`src/rtl/pl_hazard_ctrl.sv`:
```
// Pipeline hazard and exception controller for the 5-stage MIPS pipeline.
// Tracks the destinations of the instructions in EX and MEM, stalls ID on
// read-after-write hazards, flushes IF/ID on taken branches and jumps, and
// runs a drain-then-halt sequence when ID holds an undefined instruction.
module pl_hazard_ctrl #(
    parameter int FORWARDING   = 1,
    parameter int DRAIN_CYCLES = 3,
    parameter int CNT_W        = 16
) (
    input  logic             clk,
    input  logic             reset,
    input  logic [31:0]      id_pc,
    input  logic [4:0]       id_rs,
    input  logic [4:0]       id_rt,
    input  logic             id_uses_rs,
    input  logic             id_uses_rt,
    input  logic [4:0]       id_dst,
    input  logic             id_reg_write,
    input  logic             id_mem_read,
    input  logic             id_jump,
    input  logic             id_undefined_instr,
    input  logic             ex_branch_taken,
    output logic             id_nop,
    output logic             pc_write,
    output logic             ifid_write,
    output logic             ifid_flush,
    output logic             halted,
    output logic [31:0]      epc,
    output logic [CNT_W-1:0] stall_count
);

    // The drain counter holds DRAIN_CYCLES-1 down to 0.
    localparam int DW = (DRAIN_CYCLES > 2) ? $clog2(DRAIN_CYCLES) : 1;
    localparam logic [DW-1:0] DRAIN_INIT = DW'(DRAIN_CYCLES - 1);
    localparam bit FWD = (FORWARDING != 0);

    typedef enum logic [1:0] {
        RUN    = 2'd0,
        DRAIN  = 2'd1,
        HALTED = 2'd2
    } state_t;

    state_t          state;
    logic [DW-1:0]   drain_cnt;

    logic [4:0]      ex_dst;
    logic            ex_wr;
    logic            ex_mr;
    logic [4:0]      mem_dst;
    logic            mem_wr;

    logic            ex_src;
    logic            mem_src;
    logic            reads_rs;
    logic            reads_rt;
    logic            haz;
    logic            take_trap;
    logic            take_stall;

    // Hazard detection: with forwarding only a load in EX can stall; without
    // it any pending register write in EX or MEM blocks the reader. Register 0
    // is excluded on the reader side so it never matches.
    always_comb begin
        ex_src   = ex_wr & (ex_mr | ~FWD);
        mem_src  = mem_wr & ~FWD;
        reads_rs = id_uses_rs & (id_rs != 5'd0);
        reads_rt = id_uses_rt & (id_rt != 5'd0);
        haz = (reads_rs & ((ex_src & (id_rs == ex_dst)) | (mem_src & (id_rs == mem_dst))))
            | (reads_rt & ((ex_src & (id_rt == ex_dst)) | (mem_src & (id_rt == mem_dst))));
    end

    // Pipeline control outputs; a taken branch in EX outranks anything in ID
    // because the ID instruction is on the wrong path.
    always_comb begin
        id_nop     = 1'b0;
        pc_write   = 1'b1;
        ifid_write = 1'b1;
        ifid_flush = 1'b0;
        halted     = 1'b0;
        take_trap  = 1'b0;
        take_stall = 1'b0;
        case (state)
            RUN: begin
                if (ex_branch_taken) begin
                    ifid_flush = 1'b1;
                    id_nop     = 1'b1;
                end else if (id_undefined_instr) begin
                    take_trap  = 1'b1;
                    id_nop     = 1'b1;
                    pc_write   = 1'b0;
                    ifid_write = 1'b0;
                end else if (haz) begin
                    take_stall = 1'b1;
                    id_nop     = 1'b1;
                    pc_write   = 1'b0;
                    ifid_write = 1'b0;
                end else if (id_jump) begin
                    ifid_flush = 1'b1;
                end
            end
            DRAIN: begin
                id_nop     = 1'b1;
                pc_write   = 1'b0;
                ifid_write = 1'b0;
            end
            HALTED: begin
                halted     = 1'b1;
                id_nop     = 1'b1;
                pc_write   = 1'b0;
                ifid_write = 1'b0;
            end
            default: begin
                id_nop     = 1'b1;
                pc_write   = 1'b0;
                ifid_write = 1'b0;
            end
        endcase
    end

    // Shadow of the EX and MEM stage destinations; a bubble clears the EX copy.
    always_ff @(posedge clk) begin
        if (reset) begin
            ex_dst  <= 5'd0;
            ex_wr   <= 1'b0;
            ex_mr   <= 1'b0;
            mem_dst <= 5'd0;
            mem_wr  <= 1'b0;
        end else begin
            ex_dst  <= id_nop ? 5'd0 : id_dst;
            ex_wr   <= id_nop ? 1'b0 : id_reg_write;
            ex_mr   <= id_nop ? 1'b0 : id_mem_read;
            mem_dst <= ex_dst;
            mem_wr  <= ex_wr;
        end
    end

    // Trap sequencing, exception PC capture and saturating stall counter.
    always_ff @(posedge clk) begin
        if (reset) begin
            state       <= RUN;
            drain_cnt   <= '0;
            epc         <= 32'd0;
            stall_count <= '0;
        end else begin
            case (state)
                RUN: begin
                    if (take_trap) begin
                        epc       <= id_pc;
                        drain_cnt <= DRAIN_INIT;
                        state     <= DRAIN;
                    end else if (take_stall && (stall_count != '1)) begin
                        stall_count <= stall_count + 1'b1;
                    end
                end
                DRAIN: begin
                    if (drain_cnt == '0) begin
                        state <= HALTED;
                    end else begin
                        drain_cnt <= drain_cnt - 1'b1;
                    end
                end
                HALTED: begin
                    state <= HALTED;
                end
                default: begin
                    state <= RUN;
                end
            endcase
        end
    end

endmodule

```
`config.mk`:
```
export PLATFORM = sky130hd
export DESIGN_NAME = pl_hazard_ctrl
export DESIGN_NICKNAME = d
export VERILOG_FILES = /design/src/rtl/pl_hazard_ctrl.sv
export SDC_FILE = /design/constraint.sdc
export NUM_CORES = 1
export LEC_CHECK = 0
export ABC_AREA = 1
export ABC_CLOCK_PERIOD_IN_PS = 1500
export CAP_MARGIN = 10
export CELL_PAD_IN_SITES_DETAIL_PLACEMENT = 1
export CELL_PAD_IN_SITES_GLOBAL_PLACEMENT = 2
export CORE_MARGIN = 2
export CORE_UTILIZATION = 29
export DETAILED_ROUTE_END_ITERATION = 8
export DONT_BUFFER_PORTS = 1
export PLACE_DENSITY_LB_ADDON = 0.1
export SKIP_CTS_REPAIR_TIMING = 1
export SYNTH_ARGS = -nofsm -noshare
export SYNTH_HDL_FRONTEND = slang
export SYNTH_SLANG_ARGS = --single-unit
```
`constraint.sdc`:
```
create_clock -name clk -period 1.5 [get_ports clk]
set_input_delay 0.3 -clock clk [delete_from_list [all_inputs] [get_ports clk]]
set_output_delay 0.3 -clock clk [all_outputs]
set_load 0.03 [all_outputs]
```
==> out/qor.yml <==
outcome: "finished, violations left"
violations: "negative setup slack"
rrSetupSlack_ps: -70
hold_viol: 0
seqCellArea_um2: 1210
p_leak_nw: 1.45
h-tree-depth: 3
detailed_place_hpwl_mm: 6.16
die_x_um: 102
path_common_cell: "inv_2"
die_height_um: 102
synthCells: 410
ys_ff_latch: 59
post-route-period-util: 1.20
clock_latency_ps: 340
diodes: 0
worstPathCellList: "inv_2, ha_4, inv_2, a21oi_2, inv_2, a21oi_4, inv_2, nor2_4"
synth_edf_count: 0
worstSetupStartpoint: "state[1]"
arrival_ps: 1510
wl_per_cell_um: 14.6
grt_first_pass_wirelength_mm: 13.2
wirelength_mm: 8.53
ios: 109
fin_area_um2: 3670
core_area_um2: 9240
crit_type: "flip-flop to output pin"
area_delta_synth_final_pct: 32.8
grt_start_max_net_pins: 52
synth_fp_nets: 471
yosys_most_used_dff: "dfxtp_1"
grt_overflow: 0
max_freq_mhz: 553
p_per_area_nw_per_um2: 1120
start_kind: "flip-flop"
holdCritPathClass: "input port to flip-flop"
rsz0062_at_grt: "true"
slew_headroom: 0.289
clockBufferDepth: 2
synth_top_area_share: 0.427
avgSynthCellArea_um2: 6.75
grt_usage: 0.163
drv_slew: 0
cts_inserted_buffers: 9
fin_util: 0.398
dpl_cell_area_um2: 3290
vias: 2722
cts.sinks: 59
tritoncts: "built"
yosysMostFrequentCell: "nand2_1"
synth_cell_type_count: 24
r2r_start: "state[1]"
route.detailed.drc: 0
nFillCells: 1143
first_iter_violations: 37
root_buffer: "clkbuf_8"
clkTransAtPathRegs_ps: 80
crit_family: "flip-flops"
final_nets: 511
synth_warnings: 0
async_flop_share: 0
layout_setup_ws_ps: -307
antenna_found_initial: 0
worst_pin_slew_ps: 1060
r2r-end: "stall_count[0]"
first_pass_iters: 4
synth_area_leader_cell: "dfxtp_1"
port_buffers: 0
final_antenna_net_count: 0
period_needed_ps: 1810
start_util: 0.299
drive_gt1_frac: 0.253
skew_ps: 6.88
cp-endpoint: "ifid_flush"
netlist_area_um2: 2770
via_per_inst: 4.66
setup_viol_count_final: 20
multi_input_area_um2: 1500
critPathMaxFanout: 3
critPathMaxStageDelay_ps: 340
crit_required_ps: 1200
row_count: 35
die_area_um2: 10300
seq_area_frac_synth: 0.427
gp_congestion: 0.757
path_buf_inv: 4
ir_worst_vdd_v: 0.000534
cap_violations: 0
min_path_cells: 1
pre_cts_ws_ps: -66.3
endpoint_kind: "output pin"
synthTopCellsByArea: "dfxtp_1 43%, nand2_1 19%, a21oi_1 9.6%, inv_1 6.2%, nand3_1 5.2%"
worstSetupPathDepth: 8
reg2reg_depth: 10
first_global_vias: 2772
cpMaxStageDelayCell: "dfxtp_2"
synthTopCellsByCount: "138 x nand2_1, 59 x dfxtp_1, 53 x a21oi_1"
final cells by class:
| class | instances | share of cell area |
|---|---|---|
| Clock inverter | 6 | 0.0198 |
| Inverter | 47 | 0.0487 |
| Sequential cell | 59 | 0.329 |
| Timing Repair Buffer | 45 | 0.110 |
| Clock buffer | 10 | 0.0405 |
| Tap cell | 129 | 0.0439 |
| Multi-Input combinational cell | 288 | 0.408 |
logic make-up (layout without fill, tap and decap cells):
group                    Yosys count  in the layout  synth area share
XOR/XNOR                           9              9            0.0285
buffers and inverters             63            108            0.0905
AND/OR/NAND/NOR                  213            213             0.319
adder cells (fa/ha/maj)            5              5            0.0226
AO/OA/AOI/OAI                     61             61             0.113
flip-flops                        59             59             0.427
stage by stage:
step / setup TNS [ps] / instances / total power [W] / hold slack (ps)
2_1_floorplan: -142 / 410 / 0.00225 / 405
6_report: -1560 / 584 / 0.00411 / 19.2
5_1_grt: -5480 / 584 / 0.00432 / -3.67
4_1_cts: -2140 / 579 / 0.00400 / -5.49
3_3_place_gp: -180 / 563 / 0.00240 / 365
3_5_place_dp: -459 / 563 / 0.00242 / 367
layout by cell type, fill, tap and decap left out, types with 3 or more instances in the layout:
master      n
a21oi_2     7
nand4_1     8
dfxtp_1    41
nor3_1      3
buf_4      37
nand3_1    27
inv_1      40
xor2_1      6
a21oi_1    46
nor2_4      4
buf_12      4
inv_2       6
clkinv_4    4
dfxtp_2    16
nand2_1   135
nor2_1     25
nor2_2      3
clkbuf_8    9
ha_4        4
xnor2_1     3
report_power, final:
| group | internal [W] | switching, W | leakage [nW] |
|---|---|---|---|
| registers | 0.00166 | 0.000174 | 0.489 |
| clock network | 0.000878 | 0.000703 | 0.108 |
| logic | 0.000298 | 0.000405 | 0.858 |
| total | 0.00283 | 0.00128 | 1.45 |
routing by layer:
metal,vias up,GRT usage,wire [um]
li1,1372,-,-
met1,1267,0.201,3780
met2,77,0.266,4070
met3,6,0.0607,587
met4,0,0.0468,95
met5,-,0,0
flip-flops by register name (all words and copies together) (netlist names):
signal and flops:
stall_count 16, epc 32, state 2, ex_dst 5, drain_cnt 2, ex_wr 1
ex_mr 1
worst min path at each step:
stage / endpoint / from
3_5_place_dp: stall_count[8] / reset
4_1_cts: stall_count[8] / reset
3_3_place_gp: stall_count[8] / reset
6_report: epc[18] / reset
2_1_floorplan: ex_dst[1] / id_dst[1]
5_1_grt: epc[2] / reset
(Power assumes the default switching activity.)
